==> config.mk <==
export PLATFORM = sky130hd
export DESIGN_NAME = forwarding_scoreboard_flat
export DESIGN_NICKNAME = d
export VERILOG_FILES = /design/src/rtl/forwarding_scoreboard_if.sv /design/src/rtl/forwarding_scoreboard.sv /design/src/flat_wrapper.sv
export SDC_FILE = /design/constraint.sdc
export NUM_CORES = 1
export LEC_CHECK = 0
export CORE_MARGIN = 8
export CORE_UTILIZATION = 35
export CTS_CLUSTER_DIAMETER = 50
export CTS_CLUSTER_SIZE = 20
export DETAILED_ROUTE_END_ITERATION = 12
export SETUP_SLACK_MARGIN = 0.05
export SLEW_MARGIN = 10
export SYNTH_ARGS = -nofsm -noshare
export SYNTH_HDL_FRONTEND = slang
export SYNTH_SLANG_ARGS = --single-unit
==> constraint.sdc <==
create_clock -name clk -period 1.63 [get_ports clk]
set_input_delay 0.163 -clock clk [delete_from_list [all_inputs] [get_ports clk]]
set_output_delay 0.163 -clock clk [all_outputs]
set_load 0.01 [all_outputs]
==> src/rtl/forwarding_scoreboard_if.sv <==
// Decode-to-scoreboard bundle: issue request in, forwarding selects and stall out.
// Purely combinational wiring; no storage.
// Decode side is the master; the scoreboard answers in the same cycle.
interface forwarding_scoreboard_if #(
  parameter int ADDR_W     = 5,
  parameter int NUM_OPS    = 2,
  parameter int FWD_STAGES = 3
);
  localparam int SEL_W = $clog2(FWD_STAGES + 1);

  logic                      advance;
  logic                      flush;
  logic                      issue_valid;
  logic                      issue_regwrite;
  logic                      issue_is_load;
  logic [ADDR_W-1:0]         issue_rd;
  logic [NUM_OPS*ADDR_W-1:0] issue_rs;
  logic [NUM_OPS-1:0]        issue_rs_used;
  logic [NUM_OPS*SEL_W-1:0]  fwd_sel;
  logic                      stall;

  modport master (
    output advance, flush, issue_valid, issue_regwrite, issue_is_load,
           issue_rd, issue_rs, issue_rs_used,
    input  fwd_sel, stall
  );

  modport slave (
    input  advance, flush, issue_valid, issue_regwrite, issue_is_load,
           issue_rd, issue_rs, issue_rs_used,
    output fwd_sel, stall
  );
endinterface

==> src/rtl/forwarding_scoreboard.sv <==
// Purpose: shift-register scoreboard of in-flight dest tags; per-operand forward select and load-use stall.
// Latency: fwd_sel/stall are combinational from registered scoreboard plus current issue inputs (0 cycles).
// Backpressure: stall holds decode; a bubble enters stage 0 on the next advance; advance=0 freezes all entries.
// Optional: define FWDSB_STALL_CNT_EN to add stall_count (16-bit saturating) and stall_count_clr.
module forwarding_scoreboard #(
  parameter int ADDR_W     = 5,
  parameter int NUM_OPS    = 2,
  parameter int FWD_STAGES = 3,
  parameter int LOAD_READY = 1
) (
  input  logic                   clk,
  input  logic                   arst_n,
  forwarding_scoreboard_if.slave bus,
  output logic [FWD_STAGES-1:0]  stage_valid
`ifdef FWDSB_STALL_CNT_EN
  ,
  input  logic                   stall_count_clr,
  output logic [15:0]            stall_count
`endif
);
  localparam int SEL_W = $clog2(FWD_STAGES + 1);

  // Scoreboard entries, index 0 is the youngest (EX) stage.
  logic [FWD_STAGES-1:0] valid_q;
  logic [FWD_STAGES-1:0] ld_q;
  logic [ADDR_W-1:0]     rd_q [FWD_STAGES];

  // Candidate entry for stage 0 on the next advance.
  logic              ins_valid;
  logic              ins_ld;
  logic [ADDR_W-1:0] ins_rd;

  // Lookup results.
  logic [NUM_OPS-1:0]       unready;
  logic [NUM_OPS*SEL_W-1:0] sel_packed;
  logic                     stall_int;
  logic                     found;
  logic [ADDR_W-1:0]        rs_cur;

  // Per operand, the youngest matching stage alone decides: either forward from it
  // or, if it is a load that has not reached LOAD_READY yet, mark the operand unready.
  always_comb begin
    unready    = '0;
    sel_packed = '0;
    found      = 1'b0;
    rs_cur     = '0;
    for (int i = 0; i < NUM_OPS; i++) begin
      found  = 1'b0;
      rs_cur = bus.issue_rs[i*ADDR_W +: ADDR_W];
      for (int k = 0; k < FWD_STAGES; k++) begin
        if (!found && bus.issue_rs_used[i] && (rs_cur != '0) &&
            valid_q[k] && (rd_q[k] == rs_cur)) begin
          found = 1'b1;
          if (ld_q[k] && (k < LOAD_READY)) begin
            unready[i] = 1'b1;
          end else begin
            sel_packed[i*SEL_W +: SEL_W] = SEL_W'(k + 1);
          end
        end
      end
    end
  end

  assign stall_int   = bus.issue_valid && (|unready);
  assign bus.stall   = stall_int;
  assign bus.fwd_sel = sel_packed;
  assign stage_valid = valid_q;

  // Build the stage-0 entry; flush or stall turn it into a bubble, x0 is never tracked.
  always_comb begin
    ins_valid = 1'b0;
    ins_ld    = 1'b0;
    ins_rd    = '0;
    if (!bus.flush && !stall_int && bus.issue_valid &&
        bus.issue_regwrite && (bus.issue_rd != '0)) begin
      ins_valid = 1'b1;
      ins_ld    = bus.issue_is_load;
      ins_rd    = bus.issue_rd;
    end
  end

  // Shift the scoreboard one stage older on each advance; the oldest entry falls off.
  always_ff @(posedge clk or negedge arst_n) begin
    if (!arst_n) begin
      valid_q <= '0;
      ld_q    <= '0;
      for (int k = 0; k < FWD_STAGES; k++) begin
        rd_q[k] <= '0;
      end
    end else if (bus.advance) begin
      valid_q <= {valid_q[FWD_STAGES-2:0], ins_valid};
      ld_q    <= {ld_q[FWD_STAGES-2:0], ins_ld};
      rd_q[0] <= ins_rd;
      for (int k = 1; k < FWD_STAGES; k++) begin
        rd_q[k] <= rd_q[k-1];
      end
    end
  end

`ifdef FWDSB_STALL_CNT_EN
  // Count cycles where a bubble is actually inserted; clear wins, saturate at all-ones.
  always_ff @(posedge clk or negedge arst_n) begin
    if (!arst_n) begin
      stall_count <= '0;
    end else if (stall_count_clr) begin
      stall_count <= '0;
    end else if (stall_int && bus.advance && (stall_count != 16'hFFFF)) begin
      stall_count <= stall_count + 16'd1;
    end
  end
`endif

endmodule
==> src/flat_wrapper.sv <==
// flat-port wrapper written by rule: the top's interface ports become plain ports
module forwarding_scoreboard_flat 
#(
  parameter int ADDR_W     = 5,
  parameter int NUM_OPS    = 2,
  parameter int FWD_STAGES = 3,
  parameter int LOAD_READY = 1
)
  (clk, arst_n, stage_valid, bus_advance, bus_flush, bus_issue_valid, bus_issue_regwrite, bus_issue_is_load, bus_issue_rd, bus_issue_rs, bus_issue_rs_used, bus_fwd_sel, bus_stall);
  forwarding_scoreboard_if #(.ADDR_W(ADDR_W), .NUM_OPS(NUM_OPS), .FWD_STAGES(FWD_STAGES)) bus_i ();
  input  logic clk;
  input  logic arst_n;
  output logic [FWD_STAGES-1:0] stage_valid;
  input wire logic [$bits(bus_i.advance)-1:0] bus_advance;
  input wire logic [$bits(bus_i.flush)-1:0] bus_flush;
  input wire logic [$bits(bus_i.issue_valid)-1:0] bus_issue_valid;
  input wire logic [$bits(bus_i.issue_regwrite)-1:0] bus_issue_regwrite;
  input wire logic [$bits(bus_i.issue_is_load)-1:0] bus_issue_is_load;
  input wire logic [$bits(bus_i.issue_rd)-1:0] bus_issue_rd;
  input wire logic [$bits(bus_i.issue_rs)-1:0] bus_issue_rs;
  input wire logic [$bits(bus_i.issue_rs_used)-1:0] bus_issue_rs_used;
  output wire logic [$bits(bus_i.fwd_sel)-1:0] bus_fwd_sel;
  output wire logic [$bits(bus_i.stall)-1:0] bus_stall;
  assign bus_i.advance = bus_advance;
  assign bus_i.flush = bus_flush;
  assign bus_i.issue_valid = bus_issue_valid;
  assign bus_i.issue_regwrite = bus_issue_regwrite;
  assign bus_i.issue_is_load = bus_issue_is_load;
  assign bus_i.issue_rd = bus_issue_rd;
  assign bus_i.issue_rs = bus_issue_rs;
  assign bus_i.issue_rs_used = bus_issue_rs_used;
  assign bus_fwd_sel = bus_i.fwd_sel;
  assign bus_stall = bus_i.stall;
  forwarding_scoreboard #(.ADDR_W(ADDR_W), .NUM_OPS(NUM_OPS), .FWD_STAGES(FWD_STAGES), .LOAD_READY(LOAD_READY)) u_core (.clk(clk), .arst_n(arst_n), .bus(bus_i), .stage_valid(stage_valid));
endmodule
==> run_results.csv, run 1 <==
group,metric,value,unit
synthesis,synth_area_per_cell,10.5,um2
power,leakage,0.898,nW
synthesis,async_flop_share,1.00,
synthesis,synth_top_area_share,0.390,
layout,stdcell_count,226,
global_route,grt_pass1_wl,5570,um
cts,cts_root_buf,"clkbuf_4",
global_route,grt_start_max_net_pins,20,
layout,drive_gt1_frac,0.400,
critical_path,startpoint,"u_core.rd_q[2]$_DFFE_PN0P_",
critical_path,endpoint_kind,"primary output",
timing,finalClockSkew,0.0130,ns
timing,slew_headroom,0.806,
cts,cts.clk_slew.worst_paths,0.12,ns
critical_path,critPathArrivalTime,1.94,ns
die,die-area,5630,um2
placement,gp_congestion,0.835,
drt,drc,0,
synthesis,synth_edf_count,0,
drt,wl_per_cell,15.3,um
synthesis,synth_flop_cell,"dfrtp_1",
synthesis,synth_nets,140,
placement,hpwl,2770,um
layout,diodes,0,
die,chipWidth,75.0,um
global_route,grt_pass1_vias,1180,
synthesis,ys_top_cells_by_area,"dfrtp_1 (39%), xor2_1 (17%), mux2_2 (11%), xnor2_1 (4.3%), nor4_1 (3.1%)",
synthesis,synth_cell_type_count,29,
critical_path,r2r_cells,7,
die,rows,21,
power,power.total,0.00106,W
critical_path,rrSetupSlack,-0.13,ns
layout,nets,205,
cts,clockBufferDepth,2,
layout,regArea,475,um2
critical_path,worstSetupPathType,"flop to primary output",
synthesis,yosysSeqAreaShare,0.390,
status,failed_checks,"negative setup slack",
timing,rsz0062_at_grt,"true",
critical_path,start_kind,"flop",
flow_run,max_cap_violations,0,
timing,tightest_slew,0.290,ns
cts,cts_num_sinks,19,
synthesis,post-synth-top-count-cell,"xor2_1",
drt,post_drt_via_cell_ratio,4.90,
drt,final_antenna_net_count,0,
drt,drtIter0Drc,33,
global_route,grt-ovfl-total,0,
timing,tns,-2.54,ns
critical_path,critical_path.max_fanout,3,
cts,cts_tree,"yes",
placement,io_buffers,31,
synthesis,yosys-top-cells-count,"xor2_1 (24), dfrtp_1 (19), mux2_2 (12)",
placement,dp.cells,219,
timing,setup_ws,-0.469,ns
hold_path,hold_class,"primary input to asynchronous set/reset pin",
timing,fin_hold_ws,0.184,ns
synthesis,yosysWarningCount,0,
layout,multi_input_area,791,um2
timing,slew_violations,0,
timing,hold_violations,0,
layout,finish.utilization,0.571,
die,io_pins,32,
cts,postCtsHoldBufs,0,
die,start_util,0.365,
layout,nFillCells,331,
cts,htree_levels,1,
timing,period_minus_slack,2.10,ns
status,outcome,"finished with violations",
power,p_per_area,555,nW/um2
synthesis,synth_seq_cells,19,
timing,fmax,476,MHz
synthesis,synth_cells,116,
global_route,antenna_found_initial,0,
die,die_y,75.0,um
drt,dr.pass1.iters,4,
critical_path,r2r_start,"u_core.rd_q[12]$_DFFE_PN0P_",
critical_path,required,1.47,ns
power,peakVddDrop,303,uV
global_route,track_usage,0.130,
critical_path,r2r-end,"u_core.ld_q[0]$_DFFE_PN0P_",
drt,routed_wl,3460,um
timing,setup_viol,12,
timing,period_share,1.29,
synthesis,yosys.area.top_type,"dfrtp_1",
drt,routed-via-count,1107,
cts,cts_made_buffers,3,
die,core-area,3340,um2
layout,synthToLayoutAreaGrowth,56.5,%
cts,clk_latency,0.30,ns
synthesis,synth.cell_area,1220,um2
-- worst max-delay path by stage --
stage                                       endpoint  slack [ns]  cells after the start
after floorplan           u_core.ld_q[0]$_DFFE_PN0P_        0.06                      5
after global placement                bus_fwd_sel[0]       -0.92                      7
after CTS                             bus_fwd_sel[0]       -0.52                      6
final                                 bus_fwd_sel[0]       -0.47                      6
after global routing                  bus_fwd_sel[0]       -0.59                      6
after detailed placement              bus_fwd_sel[0]       -0.97                      7
-- sequential cells by signal, summed over array words and instances (netlist names) --
register and cells:
u_core.ld_q 1, u_core.rd_q 15, u_core.stage_valid 3
-- metrics by stage --
step                      setup slack (ns)  instance area [um2]
after floorplan                     0.0588                 1230
after global placement              -0.924                 1800
after detailed placement            -0.973                 1800
after CTS                           -0.516                 1900
after global routing                -0.594                 1910
final                               -0.469                 1910
-- cells in the final DEF (no fill, tap or decap), types with 3 or more instances in the layout --
master,n
o22ai_2,6
clkdlybuf4s50_1,18
dfrtp_1,19
inv_1,8
clkbuf_4,3
nand2_1,7
and3_1,3
buf_2,4
xor2_1,24
buf_4,31
mux2_2,12
dlygate4sd2_1,8
nor4_2,4
xnor2_1,6
-- power by group --
part           switching, W  internal (W)
combinational      0.000128      0.000164
clock              0.000151     0.0000912
sequential        0.0000269      0.000496
total              0.000306      0.000752
-- layer usage --
| layer | track usage | share of wire | up-vias |
|---|---|---|---|
| met3 | 0.0320 | 0.077 | 4 |
| met1 | 0.156 | 0.44 | 533 |
| li1 | - | - | 543 |
| met2 | 0.224 | 0.47 | 27 |
| met4 | 0.0326 | 0.0089 | 0 |
| met5 | 0 | 0 | - |
-- logic make-up after synthesis --
group | synth area share
AOI/OAI and AO/OA | 0.0996
DFF | 0.390
muxes | 0.111
xor gates and xnor gates | 0.216
and+or+nand+nor | 0.150
buffers and inverters | 0.0339
-- worst max-delay path, cell delays in order, from the launching register on --
cell and delay [ns]:
dfrtp_1 0.44, xor2_1 0.16, nor4_2 0.31, nand3_1 0.12, or3_1 0.34, a21oi_2 0.13
buf_2 0.14
-- layout make-up --
type	count	area share
repair buffers	63	0.276
clock buffers	3	0.0118
well taps	46	0.0302
multi-input cells	86	0.415
inverters	8	0.0157
clock inverters	1	0.00262
flip-flops and latches	19	0.249
-- what timing repair did --
| item | in CTS | in global routing |
|---|---|---|
| setup buffers | 3 | 1 |
| setup endpoints to repair | 12 | 12 |
| gates resized for setup | 42 | 2 |
| pin swaps | 19 | 3 |
| cloned | 0 | 0 |
No activity file was read; power rests on OpenSTA's default activity.
==> run 2, diff against run 1 <==
--- a/config.mk
+++ b/config.mk
@@ -6,10 +6,12 @@
 export NUM_CORES = 1
 export LEC_CHECK = 0
 export CORE_MARGIN = 8
-export CORE_UTILIZATION = 35
+export CORE_UTILIZATION = 55
 export CTS_CLUSTER_DIAMETER = 50
 export CTS_CLUSTER_SIZE = 20
 export DETAILED_ROUTE_END_ITERATION = 12
+export DONT_BUFFER_PORTS = 1
+export PLACE_DENSITY = 0.73
 export SETUP_SLACK_MARGIN = 0.05
 export SLEW_MARGIN = 10
 export SYNTH_ARGS = -nofsm -noshare
==> run 2 against run 1 <==
Net effect:
- the run still ends with negative setup slack left
- die area decreased by 29%
- global-route usage up 3.2 points
- maximum frequency grew 0.89%
- worst setup slack better by 0.019 ns
- power is 8.0% lower
- critical path type unchanged
==> run_results.csv, run 2 (synthesized netlist as in run 1, its figures left out) <==
group,metric,value,unit
status,outcome,"finished with violations",
status,failed_checks,"negative setup slack",
power,p_sw,0.000282,W
power,swShare,0.290,
global_route,antenna_found_initial,0,
placement,place_ws,-0.208,ns
timing,setup_ws,-0.451,ns
layout,diodes,0,
critical_path,start_kind,"flop",
global_route,grt_start_max_net_pins,20,
timing,period_minus_slack,2.08,ns
placement,hpwl,2350,um
timing,tightest_slew,0.891,ns
timing,fin_hold_ws,0.00323,ns
critical_path,critPathArrivalTime,1.92,ns
drt,routed-via-count,1019,
hold_path,hold_class,"primary input to flop",
timing,tns,-2.85,ns
critical_path,required,1.47,ns
layout,stdcell_area,1590,um2
power,p_clk_frac,0.255,
timing,setup_viol,12,
global_route,grt_pass1_wl,5210,um
timing,finalClockSkew,0.00606,ns
flow_run,max_cap_violations,0,
global_route,grt_pass1_vias,1043,
cts,cts_made_buffers,3,
critical_path,critPathMaxStageDelay,0.45,ns
critical_path,path_cells,"xor2_1 > nor4_4 > and3_1 > or3_1 > a21oi_2",
critical_path,crit_path_top_delay_cell,"dfrtp_1",
power,peakVddDrop,473,uV
layout,mostFrequentLayoutCells,"xor2_1 (22), buf_4 (19), dfrtp_1 (18)",
power,seqPwrFrac,0.542,
die,die_y,63.1,um
die,io_pins,32,
critical_path,worstSetupPathType,"flop to primary output",
die,start_util,0.567,
drt,drc,0,
power,power_frac_comb,0.203,
layout,finish.utilization,0.738,
global_route,grt-ovfl-total,0,
cts,cts_tree,"yes",
cts,cts.clk_slew.worst_paths,0.11,ns
power,p_per_area,614,nW/um2
placement,gp_congestion,0.848,
layout,nFillCells,156,
die,core-area,2150,um2
layout,final_common_cell,"xor2_1",
die,chipWidth,63.1,um
cts,cts_root_buf,"clkbuf_4",
layout,largest_reg_flops,15,
critical_path,endpoint_kind,"primary output",
timing,period_share,1.28,
timing,hold_violations,0,
critical_path,critical_path.max_fanout,3,
layout,synthToLayoutAreaGrowth,30.1,%
cts,htree_levels,1,
drt,final_antenna_net_count,0,
layout,largest-register,"u_core.rd_q",
cts,clockBufferDepth,2,
timing,slew_violations,0,
power,p_int,0.000691,W
die,die-area,3980,um2
cts,clk_latency,0.31,ns
drt,post_drt_via_cell_ratio,5.99,
drt,drtIter0Drc,74,
power,leakage,0.741,nW
timing,fmax,481,MHz
die,rows,17,
placement,dpl_cell_area,1370,um2
layout,drive_gt1_frac,0.394,
drt,dr.pass1.iters,4,
drt,routed_wl,3370,um
drt,wl_per_cell,19.8,um
placement,io_buffers,0,
cts,cts_num_sinks,19,
layout,nets,167,
timing,slew_headroom,0.404,
timing,rsz0062_at_grt,"true",
global_route,track_usage,0.162,
-- run 2: changes by cell type in the layout (fill, tap and decap cells not counted), moves of 2 or more --
cell,change
buf_2,-4
buf_4,-12
clkdlybuf4s50_1,-18
dlygate4sd2_1,-8
dlygate4sd3_1,+5
xor2_1,-2
xor2_2,+2
-- run 2: final cells by class --
class                           count  area (um2)  share of cell area
Multi-Input combinational cell     86         812               0.512
Sequential cell                    19         477               0.301
Timing Repair Buffer               25         204               0.129
Tap cell                           28        35.0              0.0221
Inverter                            8        30.0              0.0189
Clock buffer                        3        22.5              0.0142
Clock inverter                      1        5.00             0.00316
-- run 2: metal layers --
metal	share of wire	GRT usage	vias to the layer above	wire, um
met3	0.077	0.0530	7	258
met4	0.018	0.0513	0	60
met1	0.42	0.193	506	1410
li1	-	-	463	-
met5	0	0	-	0
met2	0.49	0.268	43	1640
-- run 2: worst paths after layout --
check,start,end,slack (ns),cells past startpoint
min in group asynchronous,arst_n,u_core.rd_q[14]$_DFFE_PN0P_,0.41,1
worst max register to register,u_core.rd_q[14]$_DFFE_PN0P_,u_core.ld_q[0]$_DFFE_PN0P_,-0.15,6
worst min-delay path,bus_issue_rd[1],u_core.rd_q[11]$_DFFE_PN0P_,0.003,2
max in group asynchronous,arst_n,u_core.rd_q[12]$_DFFE_PN0P_,0.62,1
worst min register to register,u_core.rd_q[0]$_DFFE_PN0P_,u_core.rd_q[0]$_DFFE_PN0P_,0.59,1
worst max-delay path,u_core.rd_q[11]$_DFFE_PN0P_,bus_fwd_sel[0],-0.45,5
-- run 2: metrics by stage --
step | std cells | power (W)
global placement | 157 | 0.000671
finish | 170 | 0.000973
detailed placement | 157 | 0.000677
CTS | 167 | 0.000945
global route | 170 | 0.00101
floorplan | 116 | 0.000637
-- run 2: worst max-delay path: cells and delay by family, from the launching register on --
kind            cells  cell delay, ns
flops               1            0.45
compound gates      1            0.19
xor+xnor            1            0.31
simple gates        3            0.65
-- run 2: what timing repair did --
action	in CTS	in global routing
pin swaps	10	10
endpoints found under the hold margin	26	9
setup buffers	3	2
gates resized for setup	9	9
setup endpoints to repair	12	12
hold buffers	3	2
-- run 2: power groups by stage --
stage | Sequential (W) | Combinational [W] | Clock (W)
floorplan | 0.000533 | 0.000105 | 0
global placement | 0.000533 | 0.000138 | 0
detailed placement | 0.000534 | 0.000143 | 0
CTS | 0.000525 | 0.000176 | 0.000245
global route | 0.000530 | 0.000212 | 0.000272
finish | 0.000527 | 0.000198 | 0.000248
